File: src/rtl/router_pkg.sv
// Shared constants for the router data path: header field layout, reader FSM states
// and the starvation window that the router's soft-reset logic also uses.
package router_pkg;
  localparam int DATA_W         = 8;
  localparam int ADDR_LSB       = 0;
  localparam int ADDR_W         = 2;
  localparam int LEN_LSB        = 2;
  localparam int LEN_W          = 6;
  localparam int TIMEOUT_CYCLES = 30;

  typedef enum logic [1:0] {HDR, PAY, PAR} rd_state_e;
endpackage

File: src/rtl/router_pkt_reader_if.sv
// Router output port (vld_out/read_enb/data_in) plus the re-framed byte stream.
// master = packet reader, slave = router FIFO together with the downstream consumer.
interface router_pkt_reader_if #(
  parameter int DATA_W = router_pkg::DATA_W
);
  logic              vld_out;
  logic              read_enb;
  logic [DATA_W-1:0] data_in;
  logic [DATA_W-1:0] m_data;
  logic              m_valid;
  logic              m_ready;
  logic              m_sop;
  logic              m_eop;

  modport master (
    input  vld_out, data_in, m_ready,
    output read_enb, m_data, m_valid, m_sop, m_eop
  );
  modport slave (
    output vld_out, data_in, m_ready,
    input  read_enb, m_data, m_valid, m_sop, m_eop
  );
endinterface

File: src/rtl/router_skid_buf.sv
// Circular buffer of {sop, eop, data} entries with registered head and a one-cycle flush.
module router_skid_buf #(
  parameter int DATA_W = 8,
  parameter int DEPTH  = 2,
  localparam int PTR_W = (DEPTH > 1) ? $clog2(DEPTH) : 1,
  localparam int OCC_W = $clog2(DEPTH) + 1
) (
  input  logic              clock,
  input  logic              resetn,
  input  logic              push,
  input  logic              pop,
  input  logic              flush,
  input  logic              push_sop,
  input  logic              push_eop,
  input  logic [DATA_W-1:0] push_data,
  output logic [OCC_W-1:0]  occ,
  output logic              head_sop,
  output logic              head_eop,
  output logic [DATA_W-1:0] head_data
);
  localparam logic [PTR_W-1:0] LAST = PTR_W'(DEPTH - 1);

  logic [DATA_W+1:0] mem [DEPTH];
  logic [PTR_W-1:0]  wr_ptr;
  logic [PTR_W-1:0]  rd_ptr;

  always_ff @(posedge clock) begin
    if (!resetn) begin
      wr_ptr <= '0;
      rd_ptr <= '0;
      occ    <= '0;
      for (int i = 0; i < DEPTH; i++) mem[i] <= '0;
    end else if (flush) begin
      wr_ptr <= '0;
      rd_ptr <= '0;
      occ    <= '0;
    end else begin
      if (push) begin
        mem[wr_ptr] <= {push_sop, push_eop, push_data};
        wr_ptr      <= (wr_ptr == LAST) ? '0 : wr_ptr + PTR_W'(1);
      end
      if (pop) rd_ptr <= (rd_ptr == LAST) ? '0 : rd_ptr + PTR_W'(1);
      occ <= occ + OCC_W'(push) - OCC_W'(pop);
    end
  end

  assign {head_sop, head_eop, head_data} = mem[rd_ptr];
endmodule

File: src/rtl/router_pkt_reader.sv
// Drains one router output FIFO, re-frames packets as a sop/eop stream, checks parity
// and aborts on starvation.
//   state | meaning
//   HDR   | next captured byte is a header
//   PAY   | capturing payload, remaining bytes counted down
//   PAR   | next captured byte is the parity byte
module router_pkt_reader #(
  parameter int DATA_W         = router_pkg::DATA_W,
  parameter int SKID_DEPTH     = 2,
  parameter int TIMEOUT_CYCLES = router_pkg::TIMEOUT_CYCLES
) (
  input  logic                          clock,
  input  logic                          resetn,
  router_pkt_reader_if.master           bus,
  output logic [router_pkg::ADDR_W-1:0] pkt_addr,
  output logic [router_pkg::LEN_W-1:0]  pkt_len,
  output logic                          pkt_done,
  output logic                          parity_err,
  output logic                          timeout_err
);
  import router_pkg::*;

  localparam int OCC_W = $clog2(SKID_DEPTH) + 1;
  localparam int TO_W  = $clog2(TIMEOUT_CYCLES + 1);
  localparam logic [OCC_W:0]  DEPTH_V = SKID_DEPTH[OCC_W:0];
  localparam logic [TO_W-1:0] TO_LAST = TO_W'(TIMEOUT_CYCLES - 1);

  rd_state_e         state_q, state_d;
  logic              rd_q;
  logic [1:0]        abort_cnt;
  logic              abort_q;
  logic [TO_W-1:0]   to_cnt;
  logic [LEN_W-1:0]  remaining;
  logic [DATA_W-1:0] acc;
  logic [OCC_W-1:0]  occ;
  logic [OCC_W:0]    fill;
  logic              cap, blocked, abort_now, pop;
  logic              head_sop, head_eop;
  logic [DATA_W-1:0] head_data;
  logic [LEN_W-1:0]  hdr_len;

  // Bytes held plus the byte landing now; never let that exceed the skid depth.
  assign fill         = {1'b0, occ} + {{OCC_W{1'b0}}, rd_q};
  assign abort_q      = (abort_cnt != 2'd0);
  assign bus.read_enb = bus.vld_out && (fill < DEPTH_V) && !abort_q;
  assign cap          = rd_q;
  assign blocked      = bus.vld_out && !bus.read_enb;
  assign abort_now    = blocked && (to_cnt == TO_LAST);
  assign hdr_len      = bus.data_in[LEN_LSB +: LEN_W];
  assign bus.m_valid  = (occ != '0);
  assign pop          = bus.m_valid && bus.m_ready;
  assign bus.m_data   = head_data;
  assign bus.m_sop    = head_sop;
  assign bus.m_eop    = head_eop;

  router_skid_buf #(.DATA_W(DATA_W), .DEPTH(SKID_DEPTH)) u_skid (
    .clock     (clock),
    .resetn    (resetn),
    .push      (cap),
    .pop       (pop),
    .flush     (abort_now),
    .push_sop  (state_q == HDR),
    .push_eop  (state_q == PAR),
    .push_data (bus.data_in),
    .occ       (occ),
    .head_sop  (head_sop),
    .head_eop  (head_eop),
    .head_data (head_data)
  );

  always_ff @(posedge clock) begin
    if (!resetn) state_q <= HDR;
    else         state_q <= state_d;
  end

  always_comb begin
    state_d = state_q;
    if (abort_now) begin
      state_d = HDR;
    end else if (cap) begin
      unique case (state_q)
        HDR:     state_d = (hdr_len == '0) ? PAR : PAY;
        PAY:     if (remaining == LEN_W'(1)) state_d = PAR;
        PAR:     state_d = HDR;
        default: state_d = HDR;
      endcase
    end
  end

  always_ff @(posedge clock) begin
    if (!resetn) begin
      rd_q        <= 1'b0;
      abort_cnt   <= 2'd0;
      to_cnt      <= '0;
      remaining   <= '0;
      acc         <= '0;
      pkt_addr    <= '0;
      pkt_len     <= '0;
      pkt_done    <= 1'b0;
      parity_err  <= 1'b0;
      timeout_err <= 1'b0;
    end else begin
      rd_q        <= bus.read_enb;
      pkt_done    <= 1'b0;
      parity_err  <= 1'b0;
      timeout_err <= abort_now;
      if (abort_now) begin
        // Hold off reads while the router soft-resets its FIFO.
        abort_cnt <= 2'd2;
        to_cnt    <= '0;
        acc       <= '0;
      end else begin
        if (abort_q) abort_cnt <= abort_cnt - 2'd1;
        to_cnt <= blocked ? to_cnt + TO_W'(1) : '0;
        if (cap) begin
          unique case (state_q)
            HDR: begin
              pkt_len   <= hdr_len;
              pkt_addr  <= bus.data_in[ADDR_LSB +: ADDR_W];
              acc       <= bus.data_in;
              remaining <= hdr_len;
            end
            PAY: begin
              acc       <= acc ^ bus.data_in;
              remaining <= remaining - LEN_W'(1);
            end
            PAR: begin
              pkt_done   <= 1'b1;
              parity_err <= (acc != bus.data_in);
            end
            default: ;
          endcase
        end
      end
    end
  end
endmodule
File: src/flat_wrapper.sv
// flat-port wrapper written by rule: the top's interface ports become plain ports
module router_pkt_reader_flat import router_pkg::*;
#(
  parameter int DATA_W         = router_pkg::DATA_W,
  parameter int SKID_DEPTH     = 2,
  parameter int TIMEOUT_CYCLES = router_pkg::TIMEOUT_CYCLES
)
  (clock, resetn, pkt_addr, pkt_len, pkt_done, parity_err, timeout_err, bus_vld_out, bus_data_in, bus_m_ready, bus_read_enb, bus_m_data, bus_m_valid, bus_m_sop, bus_m_eop);
  router_pkt_reader_if #(.DATA_W(DATA_W)) bus_i ();
  input  logic clock;
  input  logic resetn;
  output logic [router_pkg::ADDR_W-1:0] pkt_addr;
  output logic [router_pkg::LEN_W-1:0] pkt_len;
  output logic pkt_done;
  output logic parity_err;
  output logic timeout_err;
  input wire logic [$bits(bus_i.vld_out)-1:0] bus_vld_out;
  input wire logic [$bits(bus_i.data_in)-1:0] bus_data_in;
  input wire logic [$bits(bus_i.m_ready)-1:0] bus_m_ready;
  output wire logic [$bits(bus_i.read_enb)-1:0] bus_read_enb;
  output wire logic [$bits(bus_i.m_data)-1:0] bus_m_data;
  output wire logic [$bits(bus_i.m_valid)-1:0] bus_m_valid;
  output wire logic [$bits(bus_i.m_sop)-1:0] bus_m_sop;
  output wire logic [$bits(bus_i.m_eop)-1:0] bus_m_eop;
  assign bus_i.vld_out = bus_vld_out;
  assign bus_i.data_in = bus_data_in;
  assign bus_i.m_ready = bus_m_ready;
  assign bus_read_enb = bus_i.read_enb;
  assign bus_m_data = bus_i.m_data;
  assign bus_m_valid = bus_i.m_valid;
  assign bus_m_sop = bus_i.m_sop;
  assign bus_m_eop = bus_i.m_eop;
  router_pkt_reader #(.DATA_W(DATA_W), .SKID_DEPTH(SKID_DEPTH), .TIMEOUT_CYCLES(TIMEOUT_CYCLES)) u_core (.clock(clock), .resetn(resetn), .bus(bus_i), .pkt_addr(pkt_addr), .pkt_len(pkt_len), .pkt_done(pkt_done), .parity_err(parity_err), .timeout_err(timeout_err));
endmodule
File: config.mk
export PLATFORM = sky130hd
export DESIGN_NAME = router_pkt_reader_flat
export DESIGN_NICKNAME = d
export VERILOG_FILES = /design/src/rtl/router_pkg.sv /design/src/rtl/router_pkt_reader_if.sv /design/src/rtl/router_skid_buf.sv /design/src/rtl/router_pkt_reader.sv /design/src/flat_wrapper.sv
export SDC_FILE = /design/constraint.sdc
export NUM_CORES = 1
export LEC_CHECK = 0
export ABC_AREA = 1
export CORE_UTILIZATION = 55
export DETAILED_ROUTE_END_ITERATION = 8
export PLACE_DENSITY = 0.79
export SLEW_MARGIN = 0
export SYNTH_ARGS = -nofsm -noshare
export SYNTH_HDL_FRONTEND = slang
export SYNTH_SLANG_ARGS = --single-unit
File: constraint.sdc
create_clock -name clock -period 2.34 [get_ports clock]
set_input_delay 0.351 -clock clock [delete_from_list [all_inputs] [get_ports clock]]
set_output_delay 0.351 -clock clock [all_outputs]
set_load 0.005 [all_outputs]
; Word-level counts from Yosys, hierarchy flattened
; Memory sizes are Yosys's and may differ from the RTL's. A register that Yosys moved wholly into a read port is not among the register bits.
; Index checks and enable logic that the tools add are counted.
[classes]
n_addsub = 8
n_lt_le_gt_ge = 1
eq_ne = 6
mux = 20
bitwise = 6
reduce_logical = 22
[op_table]
columns = cell, count
row1 = $pmux 8 s2, 1
row2 = $mux 1, 12
row3 = $pmux 6 s2, 1
row4 = $mux 10, 1
row5 = $reduce_or 10->1, 1
row6 = $mux 2, 4
row7 = $ne 8x8->1, 1
row8 = $reduce_bool 2->1, 4
row9 = $xor 8x8->8, 1
row10 = $eq 6x1->1 const B, 1
row11 = $logic_not 6->1, 1
row12 = $reduce_and 3->1, 2
row13 = $reduce_or 3->1, 2
row14 = $sub 6x1->6 const B, 1
row15 = $add 5x1->5 const B, 1
row16 = $eq 5x5->1 const B, 1
row17 = $logic_and 1x1->1, 5
row18 = $not 1->1, 5
row19 = $pmux 2 s2, 1
row20 = $reduce_and 2->1, 2
row21 = $reduce_or 4->1, 1
row22 = $add 2x1->3, 1
row23 = $lt 3x2->1 const B, 1
row24 = $add 1x1->1 const B, 2
row25 = other kinds (9), 10
[totals]
reg_bits = 39
mem_bits_rw = 20
inputBits = 12
output_inout_bits = 23
wordCells = 79
memories = 1
[mem_list]
columns = memory, words, word_bits, read_ports, rd_clocked_by_memory_dff, write_ports, line
row1 = u_core.u_skid.mem, 2, 10, 1, 1, 2, router_skid_buf.sv:23  ; logic [DATA_W+1:0] mem [DEPTH];

; Depth between registers and ports, before layout
[logic_depth]
ltp_word = 12
ltp_mapped = 11

; By module
; A second synthesis with hierarchy kept.
[unflattened]
hier_cells = 331
area_unflattened_um2 = 2821.5
[by_module_without_submodules]
columns = module, instances, cells_each, area_per_inst_um2
row1 = router_pkt_reader, 1, 236, 1696.6
row2 = router_skid_buf, 1, 95, 1124.8

; Least setup slack after synthesis
; OpenSTA, ideal clock, no wires.
[synth_timing]
path_type = register to register
from = register u_core.u_skid.occ[1]
to = register u_core.u_skid.occ[1]
setup_ns = 0.070
t_arrival_ns = 1.628
required_ns = 2.270
path_slack_ns = 0.642
path_stages_with_launch = 9
path_buffers = 0
synth_period_minus_slack_ns = 1.698
cell_sequence = dfxtp_1 -> or2_2 -> nand2_1 -> inv_1 -> ha_1 -> inv_1 -> ha_1 -> or2_2 -> a21oi_1
[synth_rtl]
columns = element, line
row1 = from (decl), router_skid_buf.sv:16  ; output logic [OCC_W-1:0] occ,
row2 = from (signal assigned), router_skid_buf.sv:43  ; occ <= occ + OCC_W'(push) - OCC_W'(pop);
row3 = $reduce_bool 2->1, router_pkt_reader.sv:50  ; assign bus.m_valid = (occ != '0);
row4 = named net bus_m_valid, flat_wrapper.sv:22  ; output wire logic [$bits(bus_i.m_valid)-1:0] bus_m_valid;
row5 = $logic_and 1x1->1, router_pkt_reader.sv:51  ; assign pop = bus.m_valid && bus.m_ready;
row6 = named net u_core.pop, router_pkt_reader.sv:37  ; logic cap, blocked, abort_now, pop;
row7 = $sub 2x1->2, router_skid_buf.sv:43
; The timed path passes the listed nets, and every way through them passes these cells.
; A chain may end at the register's enable or synchronous reset.

==> reports/summary.txt <==
Gate Count Post-Synth: 332
Power Density: 863 nW/µm²
Max VDD drop: 0.521 mV
cts bufs inserted: 9
EDFF count, synth: 20
total power: 2.87 mW
max cap viols: 0
Via density: 4.97
fin nets: 388
I/O Buffers: 34
Max transition margin: 0.664
Final Hold Fails: 0
Async SR Flop Fraction: 0
Post-Syn Nets: 350
die area: 5390 µm²
Hold Buf Count CTS: 0
RSZ-0062 raised after global routing: false
DRT antenna net count: 0
core area: 4820 µm²
Comb power frac: 0.273
Seq/Total Area, Yosys: 0.500
Root Buffer: clkbuf_8
Internal: 2.01 mW
min Tclk post-route: 2.12 ns
status: completed
largest net degree at the start of global routing: 20
clock sink count: 60
Slew Viols, Final: 0
Avg WL per Cell: 12.2 µm
CTS tree: built
startpoint types: flop
row count: 25
gr usage total: 0.222
Reg2Reg Launch Point: u_core.u_skid.occ[1]
Mapped Area: 2800 µm²
IO Pins: 35
switching share of power: 0.300
layout cells sized above 1: 0.120
P_leak: 1.40 nW
WP data arrival: 1.77 ns
register area: 1400 µm²
CP Max Fanout: 10
Fmax achieved: 472 MHz
Post-synth top cells: 67 x nor2_1, 61 x nand2_1, 40 x dfxtp_1
most common cell in the netlist: nor2_1
drt total wl: 5400 µm
Clock Latency Late Sink: 0.33 ns
Die X: 73.4 µm
total global routing overflow: 0
synth warn: 0
Syn Area/Cell: 8.44 µm²
Reg clk slew, reported paths: 0.06 ns
kind of critical path: reg -> out
drt drc: 0
Most used DFF post-synth: dfxtp_1
power share of the clock group: 0.273
first-pass GRT wire length: 8680 µm
htree depth: 3
setup TNS after final layout: 0 ns
area grow syn2layout: 18.8%
Slew @ Worst Pin: 0.504 ns
FF+latch count, synth: 60
cell taking the most area after synthesis: dfxtp_1
post-layout util: 0.691
Final Skew: 0.00607 ns
Clock Tree Buf Depth: 2
Post-CTS Setup Inserts: 0
Net Switching: 0.863 mW
unique cell type count in the Yosys netlist: 27
Vias: 2190
Starting Density: 0.582
Final HPWL DP: 3920 µm
CP required: 1.99 ns
Seq pwr share: 0.454
Area contributors post-synth: dfxtp_1 29%, edfxtp_1 21%, nor2_1 9.0%, nand2_1 8.2%, xnor2_1 4.1%
area of the multi-input gates: 1180 µm²
final setup vio count: 0
DRT iter0 DRCs: 174
Final GP Congestion: 0.862
# fillers: 414
number of global-route vias before repair: 1929
First-pass DRT Iterations: 4
initial antenna violation count: 0
Hold Path Origin: u_core.abort_cnt[0]
CP endpoint kind: output port
Hold WC Path Type: reg -> reg
Die H: 73.4 µm
PostCTS Resize Cnt: 0
post-synth top area share: 0.286
crit share post-route: 0.905
diodes inserted: 0
## worst paths after layout
path	slack, ns	cells past startpoint	end
worst max register to register	0.53	8	u_core.u_skid.occ[1]
worst max-delay path	0.22	2	bus_m_data[6]
worst min register to register	0.45	1	u_core.abort_cnt[0]
worst min-delay path	0.45	1	u_core.abort_cnt[0]
## area by class of cell
cell class,count,share of cell area
sequential,60,0.421
multi-input combinational,227,0.355
timing repair buffer,39,0.113
clock buffer,12,0.0436
inverter,33,0.0372
tap,67,0.0252
clock inverter,3,0.00451
## power by group through the flow
stage	sequential (mW)	combinational, mW	clock, mW
after floorplan	1.29	0.543	0
after global placement	1.33	0.764	0
after detailed placement	1.33	0.782	0
after CTS	1.31	0.790	0.797
after global routing	1.32	0.883	0.837
final	1.31	0.785	0.784
## cell families (layout without fill, tap and decap cells)
logic type / count (synthesis) / in the layout / share of synthesized area
multiplexers: 10 / 10 / 0.0402
XOR/XNOR: 15 / 15 / 0.0469
AND/OR/NAND/NOR: 162 / 162 / 0.247
AO/OA/AOI/OAI: 34 / 34 / 0.0616
adder cells (fa/ha/maj): 6 / 6 / 0.0268
buffers and inverters: 45 / 87 / 0.0777
flip-flops: 60 / 60 / 0.500
## worst max-delay path, cell delays in order, from the launching register on
cell             delay (ns)
dfxtp_1                0.59
mux2_2                 0.39
clkdlybuf4s50_1        0.45
## metrics by stage
| step | area, µm² | hold slack, ns | setup WS (ns) | cells |
|---|---|---|---|---|
| floorplan | 2800 | 0.426 | 0.642 | 332 |
| global placement | 3170 | 0.444 | 0.244 | 426 |
| detailed placement | 3170 | 0.446 | 0.163 | 426 |
| CTS | 3330 | 0.455 | 0.163 | 441 |
| global route | 3330 | 0.474 | 0.140 | 441 |
| finish | 3330 | 0.450 | 0.221 | 441 |
## per-layer routing
layer / wire (µm) / vias to the layer above / GRT usage
li1: - / 1137 / -
met1: 2530 / 992 / 0.286
met3: 262 / 11 / 0.0508
met5: 0 / - / 0
met4: 102 / 0 / 0.128
met2: 2500 / 50 / 0.343
## registers in the layout (all words and copies together), names as in the netlist, named ones only
name                  cells
u_core.pkt_len            6
u_core.to_cnt             5
u_core.u_skid.wr_ptr      1
u_core.u_skid.mem        20
u_core.abort_cnt          2
u_core.pkt_done           1
u_core.acc                8
u_core.u_skid.occ         2
u_core.timeout_err        1
u_core.state_q            2
u_core.pkt_addr           2
u_core.u_skid.rd_ptr      1
u_core.remaining          6
u_core.cap                1
u_core.parity_err         1
## layout by cell type (no fill, tap or decap), drive strengths merged
master and instances:
a21oi 20, buf 5, clkbuf 12, clkdlybuf4s50 34, clkinv 3, dfxtp 40, edfxtp 20, ha 6
inv 33, mux2 10, nand2 64, nand3 20, nand4 3, nor2 71, nor3 1, o21ai 13
o21bai 1, or2 3, xnor2 13, xor2 2
(Power assumes the default switching activity.)
